--- src/rtl/controle_esteira_envase_pkg.sv ---
// Shared state encodings and fault codes for the bottle conveyor/filler controller.
package controle_esteira_envase_pkg;

    typedef enum logic [2:0] {
        IDLE   = 3'd0,
        MOVER  = 3'd1,
        ENCHER = 3'd2,
        VEDAR  = 3'd3,
        SAIR   = 3'd4,
        FALHA  = 3'd5
    } estado_t;

    localparam logic [1:0] FC_NONE  = 2'b00;
    localparam logic [1:0] FC_MOVE  = 2'b01;
    localparam logic [1:0] FC_FILL  = 2'b10;
    localparam logic [1:0] FC_ALARM = 2'b11;

endpackage

--- src/rtl/controle_esteira_envase_temporizador.sv ---
// temporizador_ciclos: 8-bit cycle counter with synchronous clear and a terminal
// compare against a runtime limit. Holds at 255 instead of wrapping.
module temporizador_ciclos (
    input  logic       clk,
    input  logic       reset,
    input  logic       clear,
    input  logic [7:0] limit,
    output logic [7:0] count,
    output logic       terminal
);

    logic [7:0] count_reg;

    always_ff @(posedge clk or negedge reset) begin
        if (!reset) begin
            count_reg <= 8'd0;
        end else if (clear) begin
            count_reg <= 8'd0;
        end else if (count_reg != 8'hFF) begin
            count_reg <= count_reg + 8'd1;
        end
    end

    assign count    = count_reg;
    assign terminal = (count_reg == limit);

endmodule

--- src/rtl/controle_esteira_envase.sv ---
// Conveyor/filler controller: moves, fills, hands the bottle to the sealer via
// gar/pos, ejects it and pulses cq. Faults latch until the operator clears them.
module controle_esteira_envase
    import controle_esteira_envase_pkg::*;
#(
    parameter int MOVE_TIMEOUT = 100,
    parameter int FILL_MAX     = 50,
    parameter int EXIT_CYCLES  = 4
) (
    input  logic       clk,
    input  logic       reset,
    input  logic       start,
    input  logic       sensor_pos,
    input  logic       level_full,
    input  logic       done,
    input  logic       alarme,
    input  logic       clear,
    output logic       motor,
    output logic       valve,
    output logic       gar,
    output logic       pos,
    output logic       cq,
    output logic       fault,
    output logic [1:0] fault_code,
    output logic [7:0] contagem
);

    localparam logic [7:0] LIM_MOVE = 8'(MOVE_TIMEOUT - 1);
    localparam logic [7:0] LIM_FILL = 8'(FILL_MAX - 1);
    localparam logic [7:0] LIM_EXIT = 8'(EXIT_CYCLES - 1);

    estado_t    state_reg, state_next;
    logic [1:0] fault_code_reg, fault_code_next;
    logic       cq_reg;
    logic [7:0] contagem_reg;

    logic       timer_clear;
    logic [7:0] timer_limit;
    logic [7:0] timer_count;
    logic       timer_terminal;
    logic       entering_sair;

    // The timer only needs a limit in states that can time out; others never hit it.
    always_comb begin
        timer_limit = 8'hFF;
        case (state_reg)
            MOVER:   timer_limit = LIM_MOVE;
            ENCHER:  timer_limit = LIM_FILL;
            SAIR:    timer_limit = LIM_EXIT;
            default: timer_limit = 8'hFF;
        endcase
    end

    assign timer_clear = (state_next != state_reg);

    temporizador_ciclos u_temporizador (
        .clk      (clk),
        .reset    (reset),
        .clear    (timer_clear),
        .limit    (timer_limit),
        .count    (timer_count),
        .terminal (timer_terminal)
    );

    always_comb begin
        state_next      = state_reg;
        fault_code_next = fault_code_reg;
        case (state_reg)
            IDLE: begin
                if (start) state_next = MOVER;
            end
            MOVER: begin
                if (sensor_pos) begin
                    state_next = ENCHER;
                end else if (timer_terminal) begin
                    state_next      = FALHA;
                    fault_code_next = FC_MOVE;
                end
            end
            ENCHER: begin
                if (level_full) begin
                    state_next = VEDAR;
                end else if (timer_terminal) begin
                    state_next      = FALHA;
                    fault_code_next = FC_FILL;
                end
            end
            VEDAR: begin
                // Alarm wins over done so a faulted bottle never reaches SAIR.
                if (alarme) begin
                    state_next      = FALHA;
                    fault_code_next = FC_ALARM;
                end else if (done) begin
                    state_next = SAIR;
                end
            end
            SAIR: begin
                if (timer_terminal) state_next = start ? MOVER : IDLE;
            end
            FALHA: begin
                if (clear) begin
                    state_next      = IDLE;
                    fault_code_next = FC_NONE;
                end
            end
            default: begin
                state_next      = IDLE;
                fault_code_next = FC_NONE;
            end
        endcase
    end

    assign entering_sair = (state_next == SAIR) && (state_reg != SAIR);

    always_ff @(posedge clk or negedge reset) begin
        if (!reset) begin
            state_reg      <= IDLE;
            fault_code_reg <= FC_NONE;
            cq_reg         <= 1'b0;
            contagem_reg   <= 8'd0;
        end else begin
            state_reg      <= state_next;
            fault_code_reg <= fault_code_next;
            cq_reg         <= entering_sair;
            if (entering_sair && (contagem_reg != 8'hFF)) begin
                contagem_reg <= contagem_reg + 8'd1;
            end
        end
    end

    assign motor      = (state_reg == MOVER) || (state_reg == SAIR);
    assign valve      = (state_reg == ENCHER);
    assign gar        = (state_reg == VEDAR);
    assign pos        = (state_reg == VEDAR);
    assign fault      = (state_reg == FALHA);
    assign cq         = cq_reg;
    assign fault_code = fault_code_reg;
    assign contagem   = contagem_reg;

endmodule

--- config.mk ---
export PLATFORM = sky130hd
export DESIGN_NAME = controle_esteira_envase
export DESIGN_NICKNAME = d
export VERILOG_FILES = /design/src/rtl/controle_esteira_envase_pkg.sv /design/src/rtl/controle_esteira_envase_temporizador.sv /design/src/rtl/controle_esteira_envase.sv
export SDC_FILE = /design/constraint.sdc
export NUM_CORES = 1
export LEC_CHECK = 0
export CAP_MARGIN = 15
export CORE_ASPECT_RATIO = 0.8
export CORE_UTILIZATION = 57
export DETAILED_ROUTE_END_ITERATION = 6
export PLACE_DENSITY = 0.88
export SETUP_SLACK_MARGIN = 0.02
export SLEW_MARGIN = 20
export SYNTH_ARGS = -nofsm -noshare
export SYNTH_HDL_FRONTEND = slang
export SYNTH_SLANG_ARGS = --single-unit
--- constraint.sdc ---
create_clock -name clk -period 4.6 [get_ports clk]
set_clock_uncertainty 0.15 [all_clocks]
set_input_delay 0.46 -clock clk [delete_from_list [all_inputs] [get_ports clk]]
set_output_delay 0.46 -clock clk [all_outputs]
set_load 0.01 [all_outputs]
==> results of run 1 <==
## where the power goes
part / switching [mW] / internal, mW
logic: 0.269 / 0.263
registers: 0.123 / 0.239
clock network: 0.0649 / 0.0881
## through the flow
stage,hold slack (ns),area [sq um],cells,power [mW],utilization
floorplan,0.01441,1560,182,0.7239,-
global placement,0.3373,1777,231,0.8595,0.7044
detailed placement,0.3479,1777,231,0.8862,0.7044
CTS,0.3704,1829,235,1.043,0.7252
global route,0.3969,1834,236,1.119,0.7272
finish,0.3752,1834,236,1.046,0.7272
## worst min-delay path by stage
| stage | startpoint | slack (ns) | cells after the start | end |
|---|---|---|---|---|
| finish | contagem[4] | 0.38 | 1 | contagem[4] |
| global route | fault_code[0] | 0.40 | 1 | fault_code[0] |
| CTS | contagem[4] | 0.37 | 1 | contagem[4] |
| detailed placement | contagem[4] | 0.35 | 1 | contagem[4] |
| global placement | fault_code[0] | 0.34 | 1 | fault_code[0] |
| floorplan | reset | 0.01 | 0 | contagem[0] |
## timing repair
| action | CTS | global route |
|---|---|---|
| gates resized for setup | 0 | 0 |
| endpoints found under the hold margin | 0 | 22 |
| setup endpoints to repair | 0 | 0 |
| hold buffers | 0 | 1 |
## metal layers
metal  global-route usage  wire, um
met1               0.4116      1603
met2               0.4267      1672
met3              0.06631       263
met4              0.03788        69
met5                    0         0
## area by class of cell
class / count / area, sq um
multi-input cells: 147 / 938.4
inverters: 3 / 12.51
clock inverters: 1 / 30.03
flip-flops and latches: 22 / 550.5
clock buffers: 3 / 22.52
well taps: 36 / 45.04
fillers: 212 / 688.2
repair buffers: 24 / 235.2
## critical path, delay by kind of cell, from the launching register on
family / cells / cell delay [ns]
muxes: 1 / 0.29
AOI/OAI and AO/OA: 2 / 0.34
buffers and inverters: 1 / 0.08
and+or+nand+nor: 4 / 1.07
DFF: 1 / 0.99
## Yosys cell counts (4+ instances only)
| cell | instances | area [sq um] |
|---|---|---|
| a21oi_1 | 8 | 40.04 |
| and2_1 | 5 | 31.28 |
| nand2b_1 | 6 | 37.54 |
| and3_1 | 7 | 43.79 |
| xnor2_1 | 7 | 61.31 |
| nor2b_1 | 6 | 37.54 |
| dfrtp_1 | 22 | 550.5 |
| o21ai_0 | 8 | 40.04 |
| nand3_1 | 12 | 60.06 |
| nor2_1 | 31 | 116.4 |
| nand2_1 | 9 | 33.78 |
| o2111ai_1 | 4 | 35.03 |
## kinds of logic (layout without fill, tap and decap cells)
group | count (synthesis) | in the layout
compound gates | 38 | 38
xor+xnor | 10 | 10
buf+inv | 13 | 31
mux | 6 | 6
flops | 22 | 22
simple gates | 91 | 91
fa+ha+maj | 2 | 2
==> summary.md, run 1 <==
| Metric | Value |
|---|---|
| Run status | `finished, final reports clean` |
| Post-Synth Adder-Cell Area | `0.01604` |
| Post-synthesis sequential area ratio | `0.3528` |
| Final worst path period need | `3.017 ns` |
| Clk sinks | `22` |
| Static Leakage | `0.7515 nW` |
| Bufs on Longest Clock Path | `2` |
| Most frequent cells in the layout | `nor2_1 (31), dfrtp_1 (22), clkdlybuf4s50_1 (22)` |
| PwrDens | `570.2 nW/um^2` |
| Reg2reg end | `contagem[1]` |
| Mapped cell area | `1560 sq um` |
| Skew-Pair Late Insertion Delay | `0.32 ns` |
| Worst slew pin tran | `0.9437 ns` |
| Die ar. | `2952 sq um` |
| Vias post-DR | `1457` |
| Setup crit end kind | `flip-flop` |
| Post-synthesis compound-gate area fraction | `0.1748` |
| First-pass GRT wire length | `6216 um` |
| N_diodes | `0` |
| Vias in the first global route | `1306` |
| Core footprint | `2522 sq um` |
| CP cell instances | `or3b_4 > clkinv_2 > o211ai_1 > a32oi_2 > and3_1 > nor3_4 > and2_4 > mux2_4` |
| Clock root buffer | `clkbuf_4` |
| Mux share of post-synthesis cell area | `0.04411` |
| Setup crit end | `contagem[1]` |
| Yosys reg bits | `22` |
| Final wirelength | `3607 um` |
| CTS tree | `built` |
| H-tree lvl count | `1` |
| Buffers on Ports | `23` |
| Crit path max-delay cell type | `dfrtp_1` |
| Gr usage total | `0.2784` |
| WP data arrival | `3.09 ns` |
| Synth Flop Type | `dfrtp_1` |
| Slew Limit Headroom | `0.3709` |
| Largest net degree at the start of global routing | `35` |
| Initial DRT Pass Iterations | `5` |
| Post-Syn Area per Cell | `8.573 sq um` |
| Post-CTS Setup Bufs | `0` |
| Max Cap Viol | `0` |
| Critical Path RT | `4.68 ns` |
| Final Cycle Share | `0.6559` |
| Post-synth EDFFs | `0` |
| Crit start category | `flip-flop` |
| Syn_nets | `192` |
| Hpwl dp | `2581 um` |
| Via density | `6.174` |
| Final antenna-violating net count | `0` |
| Dpl ws | `1.635 ns` |
| CTS Buf Count | `3` |
| Clock slew at reported path FFs | `0.14 ns` |
| Starting Density | `0.6186` |
| Setup CP Type | `flip-flop to flip-flop` |
| Final hold vios | `0` |
| Fin. max-slew vios | `0` |
| Share of cells above drive strength 1 | `0.09500` |
| R2R setup slack | `1.58 ns` |
| Die Width | `60.50 um` |
| CP peak stage delay | `0.99 ns` |
| Ys async rst share | `1.000` |
| Placer congestion estimate | `0.9655` |
| Simple-gate portion of the synthesized area | `0.3103` |
| Initial antenna violation count | `0` |
| Max Freq | `0.3314 GHz` |
| Die Height | `48.80 um` |
| RSZ-0062 raised after global routing | `no` |
| Post-Synth XOR/XNOR Area | `0.05613` |
| CP Max Fanout | `34` |
| Hold crit path type | `flip-flop to flip-flop` |
| Commonest non-fill, non-tap cell in the layout | `nor2_1` |
| Worst R2R Start | `state_reg[0]` |
| Yosys cell types | `48` |
| Area growth, synth to finish | `17.56%` |
| Row cnt | `16` |
| Largest family of logic cells by synthesized area | `simple AND/OR/NAND/NOR gates` |
| Final WS setup | `1.583 ns` |
| Ys Warns | `0` |
| Syn Inst Count | `182` |
| Maximum VDD drop | `0.0003594 V` |
| Nets | `211` |
| Routed wire per std cell | `15.28 um` |
| Crit. Startpoint | `state_reg[0]` |
| Ports | `24` |
| Overflow after GRT | `0` |
| Setup tns final | `0 ns` |
| Drt first-iter violations | `208` |
| # DRC | `0` |
| Setup-failing EPs final | `0` |
| Worst reg2reg path depth | `8` |
No activity file was read; power rests on OpenSTA's default activity.
==> inputs of run 2 (changes only) <==
--- a/config.mk
+++ b/config.mk
@@ -7,9 +7,9 @@
 export LEC_CHECK = 0
 export CAP_MARGIN = 15
 export CORE_ASPECT_RATIO = 0.8
-export CORE_UTILIZATION = 57
+export CORE_UTILIZATION = 48
 export DETAILED_ROUTE_END_ITERATION = 6
-export PLACE_DENSITY = 0.88
+export PLACE_DENSITY = 0.79
 export SETUP_SLACK_MARGIN = 0.02
 export SLEW_MARGIN = 20
 export SYNTH_ARGS = -nofsm -noshare
==> constraint.sdc (replaced) <==
create_clock -name clk -period 2.75 [get_ports clk]
set_clock_uncertainty 0.15 [all_clocks]
set_input_delay 0.275 -clock clk [delete_from_list [all_inputs] [get_ports clk]]
set_output_delay 0.275 -clock clk [all_outputs]
set_load 0.01 [all_outputs]
==> run 2 against run 1 <==
  * Register-to-register slack worse by 1.3 ns
  * Sequential share of layout area down 0.78 points
  * Highest routed layer unchanged
  * First-iteration DRC count down 68%
  * Wire length down 4.8%
  * Non-clock buffer count up 7
  * Cell count up 4.2%
  * Clock-buffer cell count unchanged
  * Clock power up 25%
==> summary.md, run 2 (synthesis gave the netlist of run 1 again) <==
| Metric | Value |
|---|---|
| Final WS setup | `0.2839 ns (was 1.583 ns)` |
| Row cnt | `18 (was 16)` |
| Worst slew pin tran | `0.3043 ns (was 0.9437 ns)` |
| Vias post-DR | `1416 (was 1457)` |
| Final hold vios | `0 (unchanged)` |
| Initial antenna violation count | `0 (unchanged)` |
| Drt first-iter violations | `67 (was 208)` |
| Most frequent cells in the layout | `nor2_1 (31), clkdlybuf4s50_1 (23), dfrtp_1 (22) (was nor2_1 (31), dfrtp_1 (22), clkdlybuf4s50_1 (22))` |
| Bufs on Longest Clock Path | `2 (unchanged)` |
| Setup CP Type | `flip-flop to flip-flop (unchanged)` |
| Clk sinks | `22 (unchanged)` |
| Vias in the first global route | `1317 (was 1306)` |
| Hold Buf Count CTS | `0 (unchanged)` |
| Ports | `24 (unchanged)` |
| CTS tree | `built (unchanged)` |
| Routed wire per std cell | `13.96 um (was 15.28 um)` |
| Setup crit end kind | `flip-flop (unchanged)` |
| First-pass GRT wire length | `5947 um (was 6216 um)` |
| Switching power | `750.8 uW (was 456.1 uW)` |
| Setup-failing EPs final | `0 (unchanged)` |
| RSZ-0062 raised after global routing | `no (unchanged)` |
| Pwr Total | `1.750 mW (was 1.046 mW)` |
| Overflow after GRT | `0 (unchanged)` |
| Die Width | `65.74 um (was 60.50 um)` |
| # DRC | `0 (unchanged)` |
| Via density | `5.756 (was 6.174)` |
| Layout filler cell count | `284 (was 212)` |
| Hpwl dp | `2651 um (was 2581 um)` |
| Initial DRT Pass Iterations | `4 (was 5)` |
| Placer congestion estimate | `0.8744 (was 0.9655)` |
| Placed cells | `243 (was 231)` |
| Slew Limit Headroom | `0.7958 (was 0.3709)` |
| Sw Share | `0.4291 (was 0.4360)` |
| Max Freq | `0.4055 GHz (was 0.3314 GHz)` |
| Combinational power share | `0.613 (was 0.508)` |
| Die Height | `53.00 um (was 48.80 um)` |
| Skew-Pair Late Insertion Delay | `0.25 ns (was 0.32 ns)` |
| Max Cap Viol | `0 (unchanged)` |
| Critical Path RT | `2.74 ns (was 4.68 ns)` |
| Area growth, synth to finish | `20.69% (was 17.56%)` |
| Clock root buffer | `clkbuf_8 (was clkbuf_4)` |
| Largest net degree at the start of global routing | `23 (was 35)` |
| PwrDens | `929.1 nW/um^2 (was 570.2 nW/um^2)` |
| H-tree lvl count | `1 (unchanged)` |
| Sequential power share | `0.277 (was 0.345)` |
| Post-Layout Cell Count | `246 (was 236)` |
| N_diodes | `0 (unchanged)` |
| Final worst path period need | `2.466 ns (was 3.017 ns)` |
| Run status | `finished, final reports clean (unchanged)` |
| Maximum VDD drop | `0.0006117 V (was 0.0003594 V)` |
| Core footprint | `3085 sq um (was 2522 sq um)` |
| Internal power | `998.7 uW (was 589.9 uW)` |
| Clock slew at reported path FFs | `0.07 ns (was 0.14 ns)` |
| Share of cells above drive strength 1 | `0.1214 (was 0.09500)` |
| Die ar. | `3484 sq um (was 2952 sq um)` |
| Hold slack | `0.2133 ns (was 0.3752 ns)` |
| Crit start category | `flip-flop (unchanged)` |
| Area of the multi-input gates | `938.4 sq um (unchanged)` |
| CP Max Fanout | `17 (was 34)` |
| Setup tns final | `0 ns (unchanged)` |
| Final antenna-violating net count | `0 (unchanged)` |
| Starting Density | `0.5057 (was 0.6186)` |
| Gr usage total | `0.2232 (was 0.2784)` |
| Nets | `218 (was 211)` |
| WP data arrival | `2.46 ns (was 3.09 ns)` |
| Post-CTS Setup Bufs | `0 (unchanged)` |
| Post-CTS Resized | `0 (unchanged)` |
| Hold crit path type | `primary input to async pin (was flip-flop to flip-flop)` |
| Clock share of power | `0.110 (was 0.146)` |
| Storage cell area | `550.5 sq um (unchanged)` |
| Final Cycle Share | `0.8968 (was 0.6559)` |
| Commonest non-fill, non-tap cell in the layout | `nor2_1 (unchanged)` |
| Final wirelength | `3435 um (was 3607 um)` |
| Static Leakage | `0.7814 nW (was 0.7515 nW)` |
| Fin. max-slew vios | `0 (unchanged)` |
| Dpl ws | `0.3038 ns (was 1.635 ns)` |
| Buffers on Ports | `23 (unchanged)` |
| CTS Buf Count | `3 (unchanged)` |
## run 2: stage by stage
stage          cell area (sq um)  utilization
2_1_floorplan               1560            -
3_3_place_gp                1842       0.5969
3_5_place_dp                1842       0.5969
4_1_cts                     1883       0.6103
5_1_grt                     1883       0.6103
6_report                    1883       0.6103
## run 2: worst paths after layout
path / depth (start not counted) / slack [ns] / startpoint / end
min: 2 / 0.21 / reset / u_temporizador.count[7]
min in group clk: 1 / 0.36 / contagem[3] / contagem[3]
max: 8 / 0.28 / state_reg[0] / u_temporizador.count[2]
max reg2reg: 8 / 0.28 / state_reg[0] / u_temporizador.count[2]
min reg2reg: 1 / 0.36 / contagem[3] / contagem[3]
max in group asynchronous: 2 / 2.02 / reset / fault_code[1]
## run 2: area by class of cell
class,instances,share of cell area
Inverter,3,0.006645
Sequential cell,22,0.2924
Timing Repair Buffer,31,0.1542
Clock buffer,3,0.02193
Multi-Input combinational cell,147,0.4983
Tap cell,40,0.02658
## run 2: worst max-delay path, stage by stage, from the launching register on
cell	delay (ns)
dfrtp_1	0.41
buf_4	0.20
nor4_1	0.29
o211ai_1	0.15
a32oi_2	0.30
nand2_1	0.20
o31ai_1	0.29
a211o_2	0.27
nor3_1	0.08
## run 2: routing by layer
| layer | global-route usage | part of all wire | wire (um) |
|---|---|---|---|
| met5 | 0 | 0 | 0 |
| met4 | 0.07609 | 0.0099 | 34 |
| met3 | 0.03879 | 0.054 | 186 |
| met2 | 0.3503 | 0.46 | 1565 |
| met1 | 0.3084 | 0.48 | 1648 |
## run 2: power by group through the flow
stage                     Sequential (mW)  Combinational, mW  Clock, mW
after CTS                           0.485               1.07      0.199
after global placement              0.483               1.04          0
after global routing                0.496               1.18      0.212
final                               0.484               1.07      0.192
after floorplan                     0.487              0.723          0
after detailed placement            0.490               1.07          0
